<file path="config.mk">
export PLATFORM = sky130hd
export DESIGN_NAME = multicycle_control_fsm
export DESIGN_NICKNAME = d
export VERILOG_FILES = /design/src/rtl/multicycle_control_fsm.sv
export SDC_FILE = /design/constraint.sdc
export NUM_CORES = 1
export LEC_CHECK = 0
export ABC_AREA = 1
export CELL_PAD_IN_SITES_DETAIL_PLACEMENT = 1
export CELL_PAD_IN_SITES_GLOBAL_PLACEMENT = 2
export CORE_AREA = 5 5 66 68
export CTS_BUF_LIST = sky130_fd_sc_hd__clkbuf_4 sky130_fd_sc_hd__clkbuf_8
export DETAILED_ROUTE_END_ITERATION = 6
export DIE_AREA = 0 0 71 73
export PLACE_DENSITY = 0.91
export SYNTH_ARGS = -nofsm -noshare
export SYNTH_HDL_FRONTEND = slang
export SYNTH_SLANG_ARGS = --single-unit
</file>
<file path="constraint.sdc">
create_clock -name clk -period 1.6 [get_ports clk]
set_input_delay 0.16 -clock clk [delete_from_list [all_inputs] [get_ports clk]]
set_output_delay 0.16 -clock clk [all_outputs]
set_load 0.1 [all_outputs]
</file>
<file path="src/rtl/multicycle_control_fsm.sv">
// Main control FSM of the multi-cycle MIPS CPU.
// It steps each instruction through fetch, decode, execute, memory and
// write-back. It drives the shared memory strobes, the datapath muxes and
// the register enables.
module multicycle_control_fsm (
  input  logic       clk,
  input  logic       reset,
  input  logic [5:0] OpCode,
  input  logic [5:0] Funct,
  output logic       PCWrite,
  output logic       PCWriteCond,
  output logic       IorD,
  output logic       MemRead,
  output logic       MemWrite,
  output logic       IRWrite,
  output logic [1:0] MemtoReg,
  output logic [1:0] RegDst,
  output logic       RegWrite,
  output logic       ExtOp,
  output logic       LuiOp,
  output logic       ALUSrcA,
  output logic [1:0] ALUSrcB,
  output logic [2:0] ALUOp,
  output logic [1:0] PCSource,
  output logic       IllegalOp,
  output logic [3:0] State
);

  typedef enum logic [3:0] {
    S_FETCH    = 4'd0,
    S_DECODE   = 4'd1,
    S_MEM_ADDR = 4'd2,
    S_MEM_RD   = 4'd3,
    S_LW_WB    = 4'd4,
    S_MEM_WR   = 4'd5,
    S_R_EXEC   = 4'd6,
    S_R_WB     = 4'd7,
    S_BRANCH   = 4'd8,
    S_JUMP     = 4'd9,
    S_I_EXEC   = 4'd10,
    S_I_WB     = 4'd11,
    S_JR       = 4'd12
  } state_t;

  localparam logic [5:0] OP_RTYPE = 6'h00;
  localparam logic [5:0] OP_J     = 6'h02;
  localparam logic [5:0] OP_JAL   = 6'h03;
  localparam logic [5:0] OP_BEQ   = 6'h04;
  localparam logic [5:0] OP_ADDI  = 6'h08;
  localparam logic [5:0] OP_ADDIU = 6'h09;
  localparam logic [5:0] OP_SLTI  = 6'h0a;
  localparam logic [5:0] OP_SLTIU = 6'h0b;
  localparam logic [5:0] OP_ANDI  = 6'h0c;
  localparam logic [5:0] OP_ORI   = 6'h0d;
  localparam logic [5:0] OP_LUI   = 6'h0f;
  localparam logic [5:0] OP_LW    = 6'h23;
  localparam logic [5:0] OP_SW    = 6'h2b;
  localparam logic [5:0] FN_JR    = 6'h08;

  state_t state_q, state_d;

  // These write enables are built here and then gated by reset further down.
  logic pc_write_raw, pc_write_cond_raw, ir_write_raw, reg_write_raw, mem_write_raw;

  // State register. Reset returns to FETCH from any state, which abandons
  // any instruction that was part-way through.
  always_ff @(posedge clk) begin
    // NOTE: sequential state uses non-blocking assignment, so every register reads pre-edge values.
    if (reset) state_q <= S_FETCH;
    else       state_q <= state_d;
  end

  // Next-state logic. OpCode/Funct matter only from DECODE onward.
  always_comb begin
    // NOTE: a default goes first so that no path through the case can infer a latch.
    state_d = S_FETCH;
    unique case (state_q)
      S_FETCH:  state_d = S_DECODE;
      S_DECODE: begin
        case (OpCode)
          OP_LW, OP_SW:   state_d = S_MEM_ADDR;
          OP_RTYPE:       state_d = (Funct == FN_JR) ? S_JR : S_R_EXEC;
          OP_BEQ:         state_d = S_BRANCH;
          OP_J, OP_JAL:   state_d = S_JUMP;
          OP_ADDI, OP_ADDIU, OP_ANDI, OP_ORI,
          OP_SLTI, OP_SLTIU, OP_LUI:
                          state_d = S_I_EXEC;
          default:        state_d = S_FETCH;
        endcase
      end
      S_MEM_ADDR: state_d = (OpCode == OP_SW) ? S_MEM_WR : S_MEM_RD;
      S_MEM_RD:   state_d = S_LW_WB;
      S_R_EXEC:   state_d = S_R_WB;
      S_I_EXEC:   state_d = S_I_WB;
      default:    state_d = S_FETCH;
    endcase
  end

  // Moore output decode. In I_EXEC and I_WB the ALU controls also depend on
  // the opcode, so the result stays stable while the register file writes.
  always_comb begin
    pc_write_raw      = 1'b0;
    pc_write_cond_raw = 1'b0;
    ir_write_raw      = 1'b0;
    reg_write_raw     = 1'b0;
    mem_write_raw     = 1'b0;
    IorD      = 1'b0;
    MemRead   = 1'b0;
    MemtoReg  = 2'b00;
    RegDst    = 2'b00;
    ExtOp     = 1'b0;
    LuiOp     = 1'b0;
    ALUSrcA   = 1'b0;
    ALUSrcB   = 2'b00;
    ALUOp     = 3'b000;
    PCSource  = 2'b00;
    IllegalOp = 1'b0;
    unique case (state_q)
      S_FETCH: begin
        MemRead      = 1'b1;
        ir_write_raw = 1'b1;
        ALUSrcB      = 2'b01;
        pc_write_raw = 1'b1;
      end
      S_DECODE: begin
        // The branch target is computed early and lands in ALUOut.
        ALUSrcB = 2'b11;
        ExtOp   = 1'b1;
        case (OpCode)
          OP_LW, OP_SW, OP_RTYPE, OP_BEQ, OP_J, OP_JAL,
          OP_ADDI, OP_ADDIU, OP_ANDI, OP_ORI,
          OP_SLTI, OP_SLTIU, OP_LUI: IllegalOp = 1'b0;
          default:                   IllegalOp = 1'b1;
        endcase
      end
      S_MEM_ADDR: begin
        ALUSrcA = 1'b1;
        ALUSrcB = 2'b10;
        ExtOp   = 1'b1;
      end
      S_MEM_RD: begin
        MemRead = 1'b1;
        IorD    = 1'b1;
      end
      S_LW_WB: begin
        reg_write_raw = 1'b1;
        MemtoReg      = 2'b01;
      end
      S_MEM_WR: begin
        mem_write_raw = 1'b1;
        IorD          = 1'b1;
      end
      S_R_EXEC: begin
        ALUSrcA = 1'b1;
        ALUOp   = 3'b010;
      end
      S_R_WB: begin
        reg_write_raw = 1'b1;
        RegDst        = 2'b01;
      end
      S_BRANCH: begin
        ALUSrcA           = 1'b1;
        ALUOp             = 3'b001;
        pc_write_cond_raw = 1'b1;
        PCSource          = 2'b01;
      end
      S_JUMP: begin
        pc_write_raw = 1'b1;
        PCSource     = 2'b10;
        if (OpCode == OP_JAL) begin
          // The PC already holds PC+4, which is the link address.
          reg_write_raw = 1'b1;
          RegDst        = 2'b10;
          MemtoReg      = 2'b10;
        end
      end
      S_JR: begin
        pc_write_raw = 1'b1;
        PCSource     = 2'b11;
      end
      S_I_EXEC, S_I_WB: begin
        ALUSrcA = 1'b1;
        ALUSrcB = 2'b10;
        case (OpCode)
          OP_ANDI:  ALUOp = 3'b100;
          OP_ORI:   ALUOp = 3'b101;
          OP_SLTI:  begin ExtOp = 1'b1; ALUOp = 3'b011; end
          OP_SLTIU: begin ExtOp = 1'b1; ALUOp = 3'b110; end
          OP_LUI:   LuiOp = 1'b1;
          default:  ExtOp = 1'b1;
        endcase
        if (state_q == S_I_WB) reg_write_raw = 1'b1;
      end
      default: ;
    endcase
  end

  // While reset is high, no architectural write can happen.
  assign PCWrite     = pc_write_raw      & ~reset;
  assign PCWriteCond = pc_write_cond_raw & ~reset;
  assign IRWrite     = ir_write_raw      & ~reset;
  assign RegWrite    = reg_write_raw     & ~reset;
  assign MemWrite    = mem_write_raw     & ~reset;
  assign State       = state_q;

endmodule
</file>
==> out/qor.yml, run 1 <==
yosys:
  yosysWarnings: 0
  synth_flop_cell: "dfxtp_1"
  synthTopCellsByCount: "31 x nand2_1, 22 x nor2_1, 15 x inv_1"
  synth_seq_cells: 4
  syn-cell-area_um2: 612
  synth_cells: 114
  synth_top_area_cell: "nand2_1"
  synth_enable_flop_cells: 0
  synth_area_leaders: "nand2_1 19%, nor2_1 13%, dfxtp_1 13%"
  async_reset_ff_share_pct: 0
  synth_top_area_share_pct: 19.0
  synth.most_common_cell: "nand2_1"
  synth_nets: 128
  synth_area_per_cell_um2: 5.37
  synth.distinct_cells: 24
  synth-seq-area-share_pct: 13.1
route:
  drtAntennaViolNets: 0
  drcViolationCount: 0
  first_iter_violations: 34
  dr.pass1.iters: 4
  drt-total-wl_mm: 3.40
  detail_route.wl_per_cell_um: 14.7
  vias: 1005
  routed_via_density: 4.33
pwr:
  power_density_nw_per_um2: 460
  ir_drop_mv: 0.244
  p_seq_share_pct: 13.1
  leakage_uw: 0.000857
  p_clk_share_pct: 24.5
  p_int_uw: 454
  p_sw_share_pct: 45.7
  p_switching_uw: 382
  combinationalPowerShare_pct: 62.3
status:
  status: "complete, but fails checks"
  violations: "setup timing"
layout:
  largest_reg_flops: 4
  post-route-util_pct: 47.8
  nNetsFinal: 198
  area_growth_pct: 197
  antenna_cells: 0
  fill_cells: 453
  fin_area_um2: 1820
  drive_above_1_share_pct: 63.7
run:
  cap_violations: 0
min_path:
  whs_endpoint: "State[0]$_SDFF_PP0_"
  hp-start: "State[0]$_SDFF_PP0_"
  hold_depth: 3
  hold_class: "reg -> reg"
timing:
  setup_ws_ns: -0.00128
  max_freq_mhz: 624
  drv_slew: 0
  hold_violations: 0
  rsz0062_at_grt: "true"
  slew_headroom_pct: 79.8
  finalSetupViolations: 2
  fin_crit_ns: 1.60
  fin_worst_skew_ns: 0.00315
  tightestPinTransition_ns: 0.302
  finalCritPeriodShare_pct: 100
worst_setup_path:
  cp_max_fo: 4
  r2r-start: "State[2]$_SDFF_PP0_"
  worst_r2r_endpoint: "State[2]$_SDFF_PP0_"
  worstPathRequired_ns: 1.44
  cp-end-kind: "primary output"
  path_class: "reg -> out"
  start_kind: "flop"
  ff2ff_path_depth: 10
  arrival_ns: 1.44
  r2r_slack_ns: 0.13
global_routing:
  grt_pass1_vias: 1105
  grt_max_degree: 7
  grt_overflow: 0
  grt_pass1_wl_mm: 5.42
  globalRouteTotalUtil_pct: 12.8
  antenna_found_initial: 0
floorplanning:
  core_region_area_um2: 3800
  die_y_um: 73
  dieArea_um2: 5180
  dieWidth_um: 71
  start_util_pct: 16.1
  fp-row-count: 23
  pin_count: 40
clock_network:
  cts_tree: "done"
  cts-root-buf: "clkbuf_8"
  clock-sinks: 4
  h-tree-depth: 1
  cts_made_buffers: 3
  clk_latency_ns: 0.21
  max-clock-path-buffers: 2
  hold_buffers: 0
  path_clk_slew_ns: 0.03
place:
  place_ws_ns: -0.191
  port_buffers: 39
  hpwlAfterDp_mm: 2.57
  placed_cell_area_um2: 1580
  gp_congestion: 0.856
[worst max-delay path, cell delays in order, from the launching register on]
cell and delay [ns]:
dfxtp_4 0.39, inv_4 0.06, nor2_4 0.18, nand2_4 0.12, o41ai_4 0.27, buf_12 0.22
[cell usage in the layout, fill, tap and decap left out, types with 5 or more instances in the layout]
| cell | synthesis | final |
|---|---|---|
| nor2_1 | 22 | 12 |
| inv_1 | 15 | 10 |
| dlygate4sd2_1 | 0 | 5 |
| inv_2 | 2 | 5 |
| buf_4 | 2 | 26 |
| nand2_1 | 31 | 18 |
| nand2_4 | 0 | 5 |
| nand2_2 | 3 | 11 |
| nor2_4 | 2 | 11 |
| clkdlybuf4s50_1 | 0 | 7 |
| buf_12 | 0 | 26 |
[power groups by stage]
stage / Sequential [uW] / Clock [uW] / Combinational, uW
after global routing: 111 / 217 / 542
after floorplan: 135 / 0 / 263
final: 110 / 205 / 521
after global placement: 112 / 0 / 468
after detailed placement: 112 / 0 / 478
after CTS: 108 / 214 / 511
[worst max path at each step]
stage / depth (start not counted) / endpoint / slack [ns] / startpoint
2_1_floorplan: 6 / RegWrite / -0.88 / State[3]$_SDFF_PP0_
3_3_place_gp: 6 / ALUOp[2] / -0.13 / OpCode[4]
3_5_place_dp: 7 / ALUOp[0] / -0.19 / OpCode[4]
4_1_cts: 8 / ALUOp[0] / -0.05 / OpCode[2]
5_1_grt: 7 / RegWrite / -0.07 / State[3]$_SDFF_PP0_
6_report: 5 / ALUOp[1] / -0.001 / State[3]$_SDFF_PP0_
[cell families (layout without fill, tap and decap cells)]
logic type,count (synthesis),after routing,share of synthesized area (%)
buffers and inverters,20,88,14.5
DFF,4,4,13.1
AOI/OAI and AO/OA,11,11,11.0
and+or+nand+nor,79,79,61.4
[metrics by stage]
| stage | std cells | power [uW] | TNS (ns) | hold WS [ns] |
|---|---|---|---|---|
| 6_report | 232 | 836 | -0.00134 | 0.603 |
| 2_1_floorplan | 114 | 398 | -5.60 | 0.411 |
| 3_5_place_dp | 216 | 590 | -0.941 | 0.630 |
| 3_3_place_gp | 216 | 580 | -0.629 | 0.622 |
| 4_1_cts | 228 | 833 | -0.0616 | 0.645 |
| 5_1_grt | 232 | 869 | -0.416 | 0.640 |
[what timing repair did]
action                                  4_1_cts  5_1_grt
endpoints found under the setup margin       14       15
buffers inserted                              9        4
pin swaps                                     6        6
resized for setup                            27       10
gates cloned                                  0        0
[area by class of cell]
class                      instances  area [um^2]  area share [%]
timing repair buffer              68          876            48.2
multi-input combinational         90          673            37.1
sequential                         4         95.1            5.23
inverter                          17         68.8            3.79
tap                               50         62.6            3.44
clock buffer                       3         41.3            2.27
[routing by layer]
metal	vias to the layer above	wire length [um]	track usage, %
met2	26	1950	26.5
li1	497	-	-
met1	480	1310	13.8
met4	0	23	3.34
met5	-	0	0
met3	2	119	0.826
(Power assumes the default switching activity.)
==> run 2: changes to the inputs <==
--- a/config.mk
+++ b/config.mk
@@ -8,11 +8,11 @@
 export ABC_AREA = 1
 export CELL_PAD_IN_SITES_DETAIL_PLACEMENT = 1
 export CELL_PAD_IN_SITES_GLOBAL_PLACEMENT = 2
-export CORE_AREA = 5 5 66 68
+export CORE_AREA = 2 2 46 90
 export CTS_BUF_LIST = sky130_fd_sc_hd__clkbuf_4 sky130_fd_sc_hd__clkbuf_8
 export DETAILED_ROUTE_END_ITERATION = 6
-export DIE_AREA = 0 0 71 73
-export PLACE_DENSITY = 0.91
+export DIE_AREA = 0 0 48 92
+export PLACE_DENSITY = 0.89
 export SYNTH_ARGS = -nofsm -noshare
 export SYNTH_HDL_FRONTEND = slang
 export SYNTH_SLANG_ARGS = --single-unit
==> run 2 against run 1 <==
- the run still ends with setup timing left
- non-clock buffer count rose by 7
- die area fell by 15%
- first-iteration DRC count fell by 76%
- cell area rose by 2.3%
- fmax fell by 4.2%
- largest cell class unchanged
- largest power group unchanged
- highest routed layer unchanged
==> out/qor.yml, run 2 (same netlist as run 1, synthesis figures left out) <==
worst_setup_path:
  start_kind: "flop"  # unchanged
  ff2ff_path_depth: 9  # was 10
  path_class: "reg -> out"  # unchanged
  arrival_ns: 1.51  # was 1.44 ns
  worstPathRequired_ns: 1.44  # about the same
  cp-end-kind: "primary output"  # unchanged
  worst_r2r_endpoint: "State[0]$_SDFF_PP0_"  # was State[2]$_SDFF_PP0_
  cp_max_fo: 4  # unchanged
  r2r-start: "State[3]$_SDFF_PP0_"  # was State[2]$_SDFF_PP0_
  r2r_slack_ns: 0.05  # was 0.13 ns
min_path:
  whs_endpoint: "State[1]$_SDFF_PP0_"  # was State[0]$_SDFF_PP0_
  hold_class: "in -> reg"  # was reg -> reg
  hold_depth: 4  # was 3
  hp-start: "OpCode[3]"  # was State[0]$_SDFF_PP0_
floorplanning:
  dieWidth_um: 48  # was 71 um
  core_region_area_um2: 3800  # about the same
  pin_count: 40  # unchanged
  dieArea_um2: 4420  # was 5180 um^2
  start_util_pct: 16.1  # about the same
  fp-row-count: 32  # was 23
  die_y_um: 92  # was 73 um
global_routing:
  antenna_found_initial: 0  # unchanged
  grt_pass1_vias: 1168  # was 1105
  grt_max_degree: 10  # was 7
  grt_overflow: 0  # unchanged
  grt_pass1_wl_mm: 5.23  # was 5.42 mm
  globalRouteTotalUtil_pct: 16.3  # was 12.8%
timing:
  finalCritPeriodShare_pct: 104  # was 100%
  fin_setup_tns_ns: -0.229  # was -0.00134 ns
  tightestPinTransition_ns: 0.379  # was 0.302 ns
  finalSetupViolations: 7  # was 2
  setup_ws_ns: -0.0712  # was -0.00128 ns
  fin_crit_ns: 1.67  # was 1.60 ns
  slew_headroom_pct: 74.4  # was 79.8%
  fin_worst_skew_ns: 0.00130  # was 0.00315 ns
  rsz0062_at_grt: "true"  # unchanged
  drv_slew: 0  # unchanged
  max_freq_mhz: 598  # was 624 MHz
  hold_violations: 0  # unchanged
clock_network:
  clock-sinks: 4  # unchanged
  path_clk_slew_ns: 0.03  # about the same
  h-tree-depth: 1  # unchanged
  clk_latency_ns: 0.22  # was 0.21 ns
  hold_buffers: 0  # unchanged
  cts_tree: "done"  # unchanged
  cts-root-buf: "clkbuf_8"  # unchanged
  cts_made_buffers: 3  # unchanged
  max-clock-path-buffers: 2  # unchanged
layout:
  layout_common_cells: "31 x buf_4, 28 x buf_12, 19 x nand2_1"  # was 26 x buf_12, 26 x buf_4, 18 x nand2_1
  drive_above_1_share_pct: 61.4  # was 63.7%
  largest_reg_flops: 4  # unchanged
  mostFrequentLayoutCell: "buf_4"
  nNetsFinal: 205  # was 198
  area_growth_pct: 204  # was 197%
  antenna_cells: 0  # unchanged
  fin_area_um2: 1860  # was 1820 um^2
pwr:
  combinationalPowerShare_pct: 62.3  # about the same
  leakage_uw: 0.000878  # was 0.000857 uW
  p_clk_share_pct: 24.8  # was 24.5%
  p_switching_uw: 387  # was 382 uW
  power_density_nw_per_um2: 457  # was 460 nW/um^2
  p_int_uw: 462  # was 454 uW
  ir_drop_mv: 0.288  # was 0.244 mV
  p_sw_share_pct: 45.5  # was 45.7%
  p_seq_share_pct: 12.9  # was 13.1%
place:
  gp_congestion: 0.834  # was 0.856
  placed_cell_area_um2: 1600  # was 1580 um^2
  hpwlAfterDp_mm: 2.65  # was 2.57 mm
  port_buffers: 39  # unchanged
route:
  vias: 1054  # was 1005
  dr.pass1.iters: 4  # unchanged
  detail_route.wl_per_cell_um: 14.4  # was 14.7 um
  routed_via_density: 4.39  # was 4.33
  drcViolationCount: 0  # unchanged
  drtAntennaViolNets: 0  # unchanged
  first_iter_violations: 8  # was 34
  drt-total-wl_mm: 3.45  # was 3.40 mm
status:
  status: "complete, but fails checks"  # unchanged
  violations: "setup timing"  # unchanged
run:
  cap_violations: 0  # unchanged
==> run 2: final cells by class <==
type	count	area [um^2]
fill	456	1950
timing repair buffer	75	950
multi-input combinational	90	637
sequential	4	95.1
inverter	17	71.3
tap	51	63.8
clock buffer	3	41.3
==> run 2: worst max-delay path by stage <==
| stage | from | endpoint | slack, ns | depth (start not counted) |
|---|---|---|---|---|
| floorplan | State[3]$_SDFF_PP0_ | RegWrite | -0.88 | 6 |
| global placement | OpCode[4] | ALUOp[2] | -0.13 | 6 |
| detailed placement | OpCode[4] | ALUOp[0] | -0.17 | 7 |
| CTS | State[3]$_SDFF_PP0_ | RegWrite | -0.07 | 8 |
| global route | State[3]$_SDFF_PP0_ | RegWrite | -0.15 | 8 |
| finish | State[3]$_SDFF_PP0_ | RegWrite | -0.07 | 8 |
==> run 2: worst max-delay path, cell delays in order (launching register included) <==
cell     delay (ns)
dfxtp_4        0.38
inv_4          0.05
nor2_4         0.13
buf_6          0.13
nand2_4        0.06
nor3_4         0.14
nor3_2         0.08
nor2_4         0.14
buf_12         0.18
==> run 2: stage by stage <==
step / hold WS (ns) / setup WS (ns) / utilization, % / cells / total power (uW)
finish: 0.616 / -0.0712 / 48.8 / 240 / 849
global route: 0.657 / -0.145 / 48.8 / 240 / 881
CTS: 0.594 / -0.0713 / 46.9 / 233 / 835
detailed placement: 0.637 / -0.171 / 42.1 / 220 / 597
global placement: 0.626 / -0.130 / 42.1 / 220 / 588
floorplan: 0.411 / -0.880 / - / 114 / 398
==> run 2: layer usage <==
metal  track usage (%)  share of wire [%]  up-vias
met4              6.76                3.4        0
met2              33.0                 66       31
met1              13.7                 28      499
li1                  -                  -      515
met5                 0                  0        -
met3              1.38                2.8        9
==> run 2: power by group through the flow <==
stage | combinational, uW | sequential (uW) | clock (uW)
floorplan | 263 | 135 | 0
global placement | 476 | 112 | 0
detailed placement | 484 | 113 | 0
CTS | 509 | 111 | 215
global route | 549 | 110 | 221
finish | 529 | 110 | 210
==> run 2: timing repair <==
| action | CTS | global route |
|---|---|---|
| buffers inserted | 10 | 7 |
| setup endpoints to repair | 13 | 15 |
| gates resized for setup | 22 | 8 |
| endpoints found under the hold margin | 0 | 0 |
| pin swaps | 13 | 6 |
==> run 3: changes to the inputs <==
--- a/config.mk
+++ b/config.mk
@@ -10,6 +10,7 @@
 export CELL_PAD_IN_SITES_GLOBAL_PLACEMENT = 2
 export CORE_AREA = 2 2 46 90
 export CTS_BUF_LIST = sky130_fd_sc_hd__clkbuf_4 sky130_fd_sc_hd__clkbuf_8
+export CTS_CLUSTER_DIAMETER = 50
 export DETAILED_ROUTE_END_ITERATION = 6
 export DIE_AREA = 0 0 48 92
 export PLACE_DENSITY = 0.89
==> results of run 3 <==
No change in the layout: final DEF, timing and power equal those of run 2.
